[config.mk]
export PLATFORM = sky130hd
export DESIGN_NAME = fofb_readout_sequencer_flat
export DESIGN_NICKNAME = d
export VERILOG_FILES = /design/src/rtl/fofb_readout_sequencer_pkg.sv /design/src/rtl/fofb_readout_sequencer_if.sv /design/src/rtl/fofb_readout_sequencer_hold_timer.sv /design/src/rtl/fofb_readout_sequencer.sv /design/src/flat_wrapper.sv
export SDC_FILE = /design/constraint.sdc
export NUM_CORES = 1
export LEC_CHECK = 0
export CAP_MARGIN = 10
export CORE_MARGIN = 10
export CORE_UTILIZATION = 45
export DETAILED_ROUTE_END_ITERATION = 8
export PLACE_DENSITY = 0.94
export REMOVE_ABC_BUFFERS = 1
export SLEW_MARGIN = 20
export SYNTH_ARGS = -nofsm -noshare
export SYNTH_HDL_FRONTEND = slang
export SYNTH_HIERARCHICAL = 1
export SYNTH_SLANG_ARGS = --single-unit
[constraint.sdc]
create_clock -name sysClk -period 4.7 [get_ports sysClk]
set_input_delay 0.47 -clock sysClk [delete_from_list [all_inputs] [get_ports sysClk]]
set_output_delay 0.47 -clock sysClk [all_outputs]
set_load 0.02 [all_outputs]
[src/rtl/fofb_readout_sequencer_pkg.sv]
// Shared types and field positions for the FOFB readout sequencer.
package fofb_pkg;

  typedef enum logic [1:0] {
    ST_IDLE  = 2'd0,
    ST_SWEEP = 2'd1,
    ST_PARK  = 2'd2
  } fofb_state_e;

  localparam int STATUS_ENABLE_BIT  = 31;
  localparam int STATUS_BUSY_BIT    = 30;
  localparam int STATUS_TIMEOUT_BIT = 29;
  localparam int STATUS_OVERRUN_LSB = 21;
  localparam int OVERRUN_WIDTH      = 8;

  localparam int GPIO_COUNT_LSB  = 0;
  localparam int GPIO_ENABLE_BIT = 31;

endpackage

[src/rtl/fofb_readout_sequencer_if.sv]
// Indexed BPM data stream from the sequencer to the correction DSP.
// dspValid is a one-cycle strobe qualifying dspIndex/dspLast/dspX/Y/S; the DSP has no backpressure.
interface fofb_readout_sequencer_if #(
  parameter int INDEX_WIDTH = 9
);
  logic                   dspValid;
  logic [INDEX_WIDTH-1:0] dspIndex;
  logic                   dspLast;
  logic [31:0]            dspX;
  logic [31:0]            dspY;
  logic [31:0]            dspS;

  modport master (output dspValid, dspIndex, dspLast, dspX, dspY, dspS);
  modport slave  (input  dspValid, dspIndex, dspLast, dspX, dspY, dspS);
endinterface

[src/rtl/fofb_readout_sequencer_hold_timer.sv]
// Per-address hold counter: counts HOLD_CYCLES-1 down to 0, flags the capture slot and expiry.
module fofb_hold_timer #(
  parameter int HOLD_CYCLES  = 4,
  parameter int READ_LATENCY = 2
) (
  input  logic i_clk,
  input  logic i_rst_n,
  input  logic i_load,
  input  logic i_run,
  output logic o_capture,
  output logic o_expire
);

  localparam int CW = (HOLD_CYCLES > 1) ? $clog2(HOLD_CYCLES) : 1;
  localparam logic [CW-1:0] RELOAD  = CW'(HOLD_CYCLES - 1);
  localparam logic [CW-1:0] CAPTURE = CW'(HOLD_CYCLES - 1 - READ_LATENCY);

  logic [CW-1:0] r_cnt;

  always_ff @(posedge i_clk or negedge i_rst_n) begin
    if (!i_rst_n) begin
      r_cnt <= RELOAD;
    end else if (i_load) begin
      r_cnt <= RELOAD;
    end else if (i_run) begin
      r_cnt <= (r_cnt == '0) ? RELOAD : r_cnt - CW'(1);
    end
  end

  assign o_capture = i_run && (r_cnt == CAPTURE);
  assign o_expire  = i_run && (r_cnt == '0);

endmodule

[src/rtl/fofb_readout_sequencer.sv]
// Sweeps the link-gathering readout address once per FA cycle and streams captured X/Y/S to the DSP.
module fofb_readout_sequencer
  import fofb_pkg::*;
#(
  parameter int FOFB_INDEX_WIDTH = 9,
  parameter int READ_LATENCY     = 2,
  parameter int HOLD_CYCLES      = 4
) (
  input  logic                        sysClk,
  input  logic                        sysResetN,
  input  logic                        csrStrobe,
  input  logic [31:0]                 GPIO_OUT,
  output logic [31:0]                 status,
  input  logic                        FAstrobe,
  input  logic                        readoutValid,
  input  logic                        readTimeout,
  output logic [FOFB_INDEX_WIDTH-1:0] readoutAddress,
  input  logic [31:0]                 readoutX,
  input  logic [31:0]                 readoutY,
  input  logic [31:0]                 readoutS,
  fofb_readout_sequencer_if.master    dsp,
  output logic                        sweepDone,
  output logic                        overrunStrobe,
  output fofb_state_e                 o_dbg_state
);

  localparam int W = FOFB_INDEX_WIDTH;
  // Two top addresses are reserved as park slots, so never count them as BPMs.
  localparam logic [W:0] MAX_COUNT = (W+1)'((1 << W) - 2);

  fofb_state_e              r_state;
  logic                     r_enable;
  logic                     r_last_timeout;
  logic                     r_level_d;
  logic                     r_abort;
  logic [W:0]               r_bpm_count;
  logic [W-1:0]             r_addr;
  logic [W-1:0]             r_last_idx;
  logic [OVERRUN_WIDTH-1:0] r_overrun_cnt;
  logic                     r_dsp_valid;
  logic                     r_dsp_last;
  logic [W-1:0]             r_dsp_index;
  logic [31:0]              r_dsp_x;
  logic [31:0]              r_dsp_y;
  logic [31:0]              r_dsp_s;
  logic                     r_sweep_done;
  logic                     r_overrun;

  logic [W:0] w_cfg_raw;
  logic [W:0] w_cfg_count;
  logic       w_level;
  logic       w_trigger;
  logic       w_start;
  logic       w_sweeping;
  logic       w_capture;
  logic       w_expire;
  logic       w_unused_gpio;

  assign w_cfg_raw     = GPIO_OUT[GPIO_COUNT_LSB +: W+1];
  assign w_cfg_count   = (w_cfg_raw > MAX_COUNT) ? MAX_COUNT : w_cfg_raw;
  assign w_unused_gpio = ^GPIO_OUT[GPIO_ENABLE_BIT-1:GPIO_COUNT_LSB+W+1];

  // A coincident FAstrobe suppresses the start: the new FA cycle supersedes this readout.
  assign w_level    = readoutValid | readTimeout;
  assign w_trigger  = w_level && !r_level_d && r_enable && (r_state == ST_IDLE) && !FAstrobe;
  assign w_start    = w_trigger && (r_bpm_count != '0);
  assign w_sweeping = (r_state == ST_SWEEP);

  fofb_hold_timer #(
    .HOLD_CYCLES  (HOLD_CYCLES),
    .READ_LATENCY (READ_LATENCY)
  ) u_hold_timer (
    .i_clk     (sysClk),
    .i_rst_n   (sysResetN),
    .i_load    (w_start),
    .i_run     (w_sweeping),
    .o_capture (w_capture),
    .o_expire  (w_expire)
  );

  always_ff @(posedge sysClk or negedge sysResetN) begin
    if (!sysResetN) begin
      r_state        <= ST_IDLE;
      r_enable       <= 1'b0;
      r_last_timeout <= 1'b0;
      r_level_d      <= 1'b0;
      r_abort        <= 1'b0;
      r_bpm_count    <= '0;
      r_addr         <= '1;
      r_last_idx     <= '0;
      r_overrun_cnt  <= '0;
      r_dsp_valid    <= 1'b0;
      r_dsp_last     <= 1'b0;
      r_dsp_index    <= '0;
      r_dsp_x        <= '0;
      r_dsp_y        <= '0;
      r_dsp_s        <= '0;
      r_sweep_done   <= 1'b0;
      r_overrun      <= 1'b0;
    end else begin
      r_dsp_valid  <= 1'b0;
      r_dsp_last   <= 1'b0;
      r_sweep_done <= 1'b0;
      r_overrun    <= 1'b0;
      r_level_d    <= w_level;

      if (csrStrobe) begin
        r_bpm_count <= w_cfg_count;
        r_enable    <= GPIO_OUT[GPIO_ENABLE_BIT];
      end

      case (r_state)
        ST_IDLE: begin
          if (w_trigger) begin
            r_last_timeout <= readTimeout & ~readoutValid;
            if (r_bpm_count == '0) begin
              r_sweep_done <= 1'b1;
            end else begin
              r_state    <= ST_SWEEP;
              r_addr     <= '0;
              r_last_idx <= W'(r_bpm_count - (W+1)'(1));
              r_abort    <= 1'b0;
            end
          end
        end

        ST_SWEEP: begin
          if (FAstrobe) begin
            r_overrun <= 1'b1;
            if (r_overrun_cnt != '1) r_overrun_cnt <= r_overrun_cnt + 8'd1;
            r_abort <= 1'b1;
            r_addr  <= {{(W-1){1'b1}}, ~r_addr[0]};
            r_state <= ST_PARK;
          end else begin
            if (w_capture) begin
              r_dsp_x     <= readoutX;
              r_dsp_y     <= readoutY;
              r_dsp_s     <= readoutS;
              r_dsp_index <= r_addr;
              r_dsp_valid <= 1'b1;
              r_dsp_last  <= (r_addr == r_last_idx);
            end
            // The park slot's LSB is the complement of the last index so its save DPRAM commits.
            if (w_expire) begin
              if (r_addr != r_last_idx) begin
                r_addr <= r_addr + W'(1);
              end else begin
                r_addr  <= {{(W-1){1'b1}}, ~r_addr[0]};
                r_state <= ST_PARK;
              end
            end
          end
        end

        ST_PARK: begin
          r_sweep_done <= !r_abort;
          r_state      <= ST_IDLE;
        end

        default: r_state <= ST_IDLE;
      endcase
    end
  end

  always_comb begin
    status                                           = '0;
    status[STATUS_ENABLE_BIT]                        = r_enable;
    status[STATUS_BUSY_BIT]                          = (r_state != ST_IDLE);
    status[STATUS_TIMEOUT_BIT]                       = r_last_timeout;
    status[STATUS_OVERRUN_LSB +: OVERRUN_WIDTH]      = r_overrun_cnt;
    status[W:0]                                      = r_bpm_count;
  end

  assign readoutAddress = r_addr;
  assign sweepDone      = r_sweep_done;
  assign overrunStrobe  = r_overrun;
  assign o_dbg_state    = r_state;
  assign dsp.dspValid   = r_dsp_valid;
  assign dsp.dspIndex   = r_dsp_index;
  assign dsp.dspLast    = r_dsp_last;
  assign dsp.dspX       = r_dsp_x;
  assign dsp.dspY       = r_dsp_y;
  assign dsp.dspS       = r_dsp_s;

endmodule

[src/flat_wrapper.sv]
// flat-port wrapper written by rule: the top's interface ports become plain ports
module fofb_readout_sequencer_flat import fofb_pkg::*;
#(
  parameter int FOFB_INDEX_WIDTH = 9,
  parameter int READ_LATENCY     = 2,
  parameter int HOLD_CYCLES      = 4
)
  (sysClk, sysResetN, csrStrobe, GPIO_OUT, status, FAstrobe, readoutValid, readTimeout, readoutAddress, readoutX, readoutY, readoutS, sweepDone, overrunStrobe, o_dbg_state, dsp_dspValid, dsp_dspIndex, dsp_dspLast, dsp_dspX, dsp_dspY, dsp_dspS);
  fofb_readout_sequencer_if #(.INDEX_WIDTH((9))) dsp_i ();
  input  logic sysClk;
  input  logic sysResetN;
  input  logic csrStrobe;
  input  logic [31:0] GPIO_OUT;
  output logic [31:0] status;
  input  logic FAstrobe;
  input  logic readoutValid;
  input  logic readTimeout;
  output logic [FOFB_INDEX_WIDTH-1:0] readoutAddress;
  input  logic [31:0] readoutX;
  input  logic [31:0] readoutY;
  input  logic [31:0] readoutS;
  output logic sweepDone;
  output logic overrunStrobe;
  output fofb_state_e o_dbg_state;
  output wire logic [$bits(dsp_i.dspValid)-1:0] dsp_dspValid;
  output wire logic [$bits(dsp_i.dspIndex)-1:0] dsp_dspIndex;
  output wire logic [$bits(dsp_i.dspLast)-1:0] dsp_dspLast;
  output wire logic [$bits(dsp_i.dspX)-1:0] dsp_dspX;
  output wire logic [$bits(dsp_i.dspY)-1:0] dsp_dspY;
  output wire logic [$bits(dsp_i.dspS)-1:0] dsp_dspS;
  assign dsp_dspValid = dsp_i.dspValid;
  assign dsp_dspIndex = dsp_i.dspIndex;
  assign dsp_dspLast = dsp_i.dspLast;
  assign dsp_dspX = dsp_i.dspX;
  assign dsp_dspY = dsp_i.dspY;
  assign dsp_dspS = dsp_i.dspS;
  fofb_readout_sequencer #(.FOFB_INDEX_WIDTH(FOFB_INDEX_WIDTH), .READ_LATENCY(READ_LATENCY), .HOLD_CYCLES(HOLD_CYCLES)) u_core (.sysClk(sysClk), .sysResetN(sysResetN), .csrStrobe(csrStrobe), .GPIO_OUT(GPIO_OUT), .status(status), .FAstrobe(FAstrobe), .readoutValid(readoutValid), .readTimeout(readTimeout), .readoutAddress(readoutAddress), .readoutX(readoutX), .readoutY(readoutY), .readoutS(readoutS), .dsp(dsp_i), .sweepDone(sweepDone), .overrunStrobe(overrunStrobe), .o_dbg_state(o_dbg_state));
endmodule
# Word level (Yosys, flattened, before mapping)
# Index checks and enable logic that the tools add are counted.
classes:
  reduce_logical: 24
  eq_ne: 11
  n_bitwise: 6
  muxes: 31
  n_shift: 0
  order_cmp: 1
  n_div: 0
  add_sub_neg: 4
  multipliers: 0
op_table:
  columns: ["cell", "n"]
  rows:
  - ["two-way mux 9 bit", 5]
  - ["one-hot mux 9 bit (2 select lines)", 1]
  - ["two-way mux 2 bit", 8]
  - ["two-way mux 1 bit", 13]
  - ["AND reduction 4 bit", 3]
  - ["> comparator 10 x 9 -> 1 bit (second input constant)", 1]
  - ["logical NOT 10 bit", 1]
  - ["two-way mux 10 bit", 1]
  - ["nonzero test 10 bit", 1]
  - ["adder 9 x 1 -> 9 bit (second input constant)", 1]
  - ["equality test 9 bit", 1]
  - ["inequality test 9 bit", 1]
  - ["AND reduction 3 bit", 3]
  - ["subtractor 9 x 1 -> 9 bit (second input constant)", 1]
  - ["adder 8 x 1 -> 8 bit (second input constant)", 1]
  - ["inequality test 8 bit (second input constant)", 1]
  - ["logical AND 1 bit", 7]
  - ["nonzero test 2 bit", 3]
  - ["equality test 2 x 1 -> 1 bit (second input constant)", 2]
  - ["logical NOT 2 bit", 2]
  - ["inequality test 2 bit (second input constant)", 2]
  - ["inverter 1 bit", 4]
  - ["one-hot mux 1 bit (2 select lines)", 2]
  - ["one-hot mux 2 bit (2 select lines)", 1]
  - ["other kinds (9)", 11]
word_totals:
  latchBits: 0
  ramBits: 0
  word_cells: 95
  input_bits: 134
  rom_bits: 0
  mem_count: 0
  reg_bits: 153

# Longest topological paths before layout
logic_depth:
  ltp_word: 7
  mapped_depth: 8
  depth_no_buf: 8

# Hierarchy
# The synthesis kept the hierarchy.
by_module_without_submodules:
  columns: ["mod", "seq_area_each_um2", "cells_per_inst", "area_per_inst_um2", "n_inst"]
  rows:
  - ["fofb_readout_sequencer", 3789.9, 446, 6273.5, 1]
  - ["fofb_hold_timer", 52.6, 13, 132.6, 1]

# Least setup slack after synthesis
# Ideal clock, no wire load.
synth_path:
  path_type: "reg2reg"
  start: "register u_core.r_state[1], in the netlist u_core/o_dbg_state[1]"
  end: "register u_core.r_dsp_s[27], in the netlist u_core/dsp.dspS[27]"
  t_arrival_ns: 1.870
  setup_time_ns: 0.125
  path_buffers: 3
  slack_ns: 2.705
  required_ns: 4.575
  path_stages_with_launch: 9
  path_cell_list: "dfrtp_1 nand2b_1 inv_1 and2_2 nor3b_2 buf_6 buf_12 buf_8 mux2_2"
synth_between:
  elab_chain_len: 3
synth_lines:
  columns: ["element", "line_no", "rtl"]
  rows:
  - ["start, declared", "fofb_readout_sequencer.sv:31", "fofb_state_e r_state;"]
  - ["start signal, assigned", "fofb_readout_sequencer.sv:83", "r_state <= ST_IDLE;"]
  - ["start signal, assigned", "fofb_readout_sequencer.sv:119", "r_state <= ST_SWEEP;"]
  - ["start signal, assigned", "fofb_readout_sequencer.sv:133", "r_state <= ST_PARK;"]
  - ["equality test 2 x 1 -> 1 bit", "fofb_readout_sequencer.sv:67", "assign w_sweeping = (r_state == ST_SWEEP);"]
  - ["named net u_core.w_sweeping", "fofb_readout_sequencer.sv:54", "logic w_sweeping;"]
  - ["logical AND 1 bit", "fofb_readout_sequencer_hold_timer.sv:30", "assign o_capture = i_run && (r_cnt == CAPTURE);"]
  - ["named net u_core.w_capture", "fofb_readout_sequencer.sv:55", "logic w_capture;"]
  - ["AND reduction 3 bit (no line)", null, null]
  - ["end signal, assigned", "fofb_readout_sequencer.sv:138", "r_dsp_s <= readoutS;"]
  - ["end, declared", "fofb_readout_sequencer.sv:45", "logic [31:0] r_dsp_s;"]
# The timed path passes the listed nets, and every way through them passes these cells.
# A chain may end at the register's enable or synchronous reset.

# Worst setup path after layout
layout_path:
  start: "register u_core.r_state[1], in the netlist u_core/o_dbg_state[1]"
  end: "register u_core.r_dsp_s[28], in the netlist u_core/dsp.dspS[28]"
# The elaborated chain is that of the path after synthesis.

==> impl_metrics.tcl <==
set metrics [dict create \
    syn_inst 459 \
    wl_per_cell_um 19.6 \
    cp-start-kind "flip-flop" \
    synthToLayoutAreaGrowth_pct 49.9 \
    min_path_type "in -> async" \
    yosysTopAreaCell "dfrtp_1" \
    grt_use_met2_pct 31.1 \
    diodes 0 \
    root_buffer "clkbuf_16" \
    antenna_found_initial 0 \
    total_power_mw 3.85 \
    synthArstFlopShare_pct 100 \
    peakVddDrop_uv 261 \
    drtAntennaViolNets 0 \
    finalCriticalPeriod_ns 2.80 \
    fin_util_pct 68.9 \
    crit_path_end_kind "flip-flop" \
    rsz0062_at_grt "no" \
    grt.met1_usage_pct 20.0 \
    maxCapViolCount 0 \
    drtIter0Drc 214 \
    drc 0 \
    hold_viol 0 \
    crit_path_max_fanout 31 \
    synth_edf_count 0 \
    synth-seq-cells 153 \
    viasPerCell 4.94 \
    place.gp.congestion 0.839 \
    core_um2 13900 \
    synthTopCellsByArea "dfrtp_1, mux2_2, dfstp_2" \
    fin_nets 852 \
    grt_usage_pct 18.1 \
    status "finished clean" \
    cts_resized 0 \
    use_met3_pct 7.18 \
    htreeDepth 4 \
    cts-buffers-inserted 17 \
    synth.top_cell.area_share_pct 55.5 \
    grt_pass1_vias 4915 \
    syn_area_um2 6410 \
    yosys_warnings 6 \
    grt_max_degree 112 \
    place_ws_ns 1.75 \
    drtPass1Iterations 4 \
    power_density_nw_per_um2 401 \
    relSlewSlack_pct 35.4 \
    p_leak_nw 4.31 \
    post-dp-hpwl_um 13500 \
    fp-row-count 43 \
    finalSetupTns_ns 0 \
    clock_skew_ns 0.00877 \
    slew_viol_final 0 \
    tightest_slew_ns 0.968 \
    initial_core_util_pct 46.0 \
    clk_path_buf_depth 2 \
    synthDistinctLibCells 48 \
    avgSynthCellArea_um2 14.0 \
    required_ns 4.99 \
    die_h_um 139 \
    ios 286 \
    portBuffers 253 \
    max_freq_ghz 0.357 \
    grt.overflow.total 0 \
    grt_first_pass_wirelength_um 28000 \
    cts_tree "done" \
    hold_buffers 0 \
    via_count 4470 \
    ys_seq_area_share_pct 60.0 \
    cts.sinks 153 \
    post_cts_buffers 0 \
    whs_ns 0.192 \
    finalSetupViolCount 0 \
    worstPathArrival_ns 3.10 \
    drive_gt1_share_pct 22.8 \
    clock_latency_ns 0.42 \
    fin_ws_ns 1.90 \
    fin_crit_sh_pct 59.7 \
    synthFlopType "dfrtp_1" \
    cts.clk_slew.worst_paths_ns 0.06 \
    die_width_um 139 \
    wl_um 17700 \
    die_area_um2 19400 \
    crit_type "reg -> reg" \
    top_usage_layer "met2" \
]
## Yosys cell counts, types with 4 or more instances
cell      instances
xnor2_1          16
ha_1              6
mux2_2          103
inv_1            10
xor2_1            8
a21oi_1           7
dfstp_2          11
nand4_1           8
dfrtp_1         142
nand2b_1          4
nand3_1          21
nand2_1          21
o211ai_1          6
nor2_1           13
mux2_1            4
o21ai_2           7
buf_4            21
o21ai_0           4
and3_1            4
## cells in the final DEF (no fill, tap or decap), drive strengths merged, types with 5 or more instances in the layout
| master | synthesis | routed |
|---|---|---|
| a21oi | 7 | 7 |
| clkbuf | 3 | 20 |
| clkdlybuf4s50 | 0 | 252 |
| clkinv | 0 | 5 |
| conb | 1 | 11 |
| dfrtp | 142 | 142 |
| dfstp | 11 | 11 |
| ha | 6 | 6 |
| inv | 10 | 10 |
| mux2 | 107 | 107 |
| nand2 | 21 | 21 |
| nand3 | 22 | 22 |
| nand4 | 8 | 8 |
| nor2 | 13 | 13 |
| o211ai | 6 | 6 |
| o21ai | 14 | 14 |
| xnor2 | 16 | 16 |
| xor2 | 8 | 8 |
## routing by layer
layer | vias up | wire [µm]
met1 | 2168 | 6770
met3 | 23 | 1590
met4 | 0 | 320
met5 | - | 0
met2 | 190 | 9000
li1 | 2089 | -
## flip-flops by register name (all words and copies together) (netlist names)
signal                     cells
u_core/dsp.dspX               32
u_core/r_enable                1
u_core/dsp.dspIndex            9
u_core/dsp.dspY               32
u_core/u_hold_timer/r_cnt      2
u_core/dsp.dspS               32
u_core/r_overrun_cnt           8
u_core/o_dbg_state             2
u_core/readoutAddress          9
u_core/r_bpm_count            10
u_core/r_last_timeout          1
u_core/sweepDone               1
u_core/r_last_idx              9
u_core/r_level_d               1
u_core/overrunStrobe           1
u_core/dsp.dspLast             1
u_core/r_abort                 1
u_core/dsp.dspValid            1
## where the power goes
part           leakage [nW]  switching (mW)  internal [mW]  total (mW)
Sequential             2.02           0.147           1.49        1.64
Combinational          1.99           0.365          0.416       0.781
Clock                 0.302           0.518          0.914        1.43
Total                  4.31            1.03           2.82        3.85
## layout make-up
cell class                      count  area (µm²)
Sequential cell                   153        3840
Inverter                           10        37.5
Timing Repair Buffer              256        2570
Clock inverter                     11         171
Multi-Input combinational cell    274        2300
Fill cell                         926        4330
Clock buffer                       20         457
Tap cell                          180         225
## cell families (layout without fill, tap and decap cells)
logic type               count (synthesis)  in the layout  share of synthesized area (%)
adder cells (fa/ha/maj)                  6              6                           1.17
multiplexers                           107            107                           18.8
flip-flops                             153            153                           60.0
AO/OA/AOI/OAI                           36             36                           4.18
XOR/XNOR                                24             24                           3.28
AND/OR/NAND/NOR                         90             90                           7.77
other                                    1             11                         0.0585
buffers and inverters                   42            297                           4.75
## through the flow
step,area (µm²),std cells
finish,9610,904
global route,9610,904
CTS,9610,904
detailed placement,8980,873
global placement,8980,873
floorplan,6180,437
## worst max-delay path, cell delays in order (launching register included)
cell and delay, ns:
dfrtp_1 0.43, nand2b_1 0.27, inv_1 0.20, and2_2 0.17, nor3b_4 0.71, buf_4 0.49
mux2_2 0.40
## worst paths after layout
path                                           end  cells past startpoint  slack, ns             startpoint
max                            u_core/dsp.dspS[28]                      6       1.90  u_core/o_dbg_state[1]
min                        u_core/r_overrun_cnt[5]                      1       0.19              sysResetN
max reg2reg                    u_core/dsp.dspS[28]                      6       1.90  u_core/o_dbg_state[1]
min reg2reg                    u_core/dsp.dspS[24]                      1       0.49    u_core/dsp.dspS[24]
max in group asynchronous       u_core/dsp.dspY[0]                      2       3.38              sysResetN
min in group sysClk            u_core/dsp.dspS[24]                      1       0.49    u_core/dsp.dspS[24]
(Power assumes the default switching activity.)
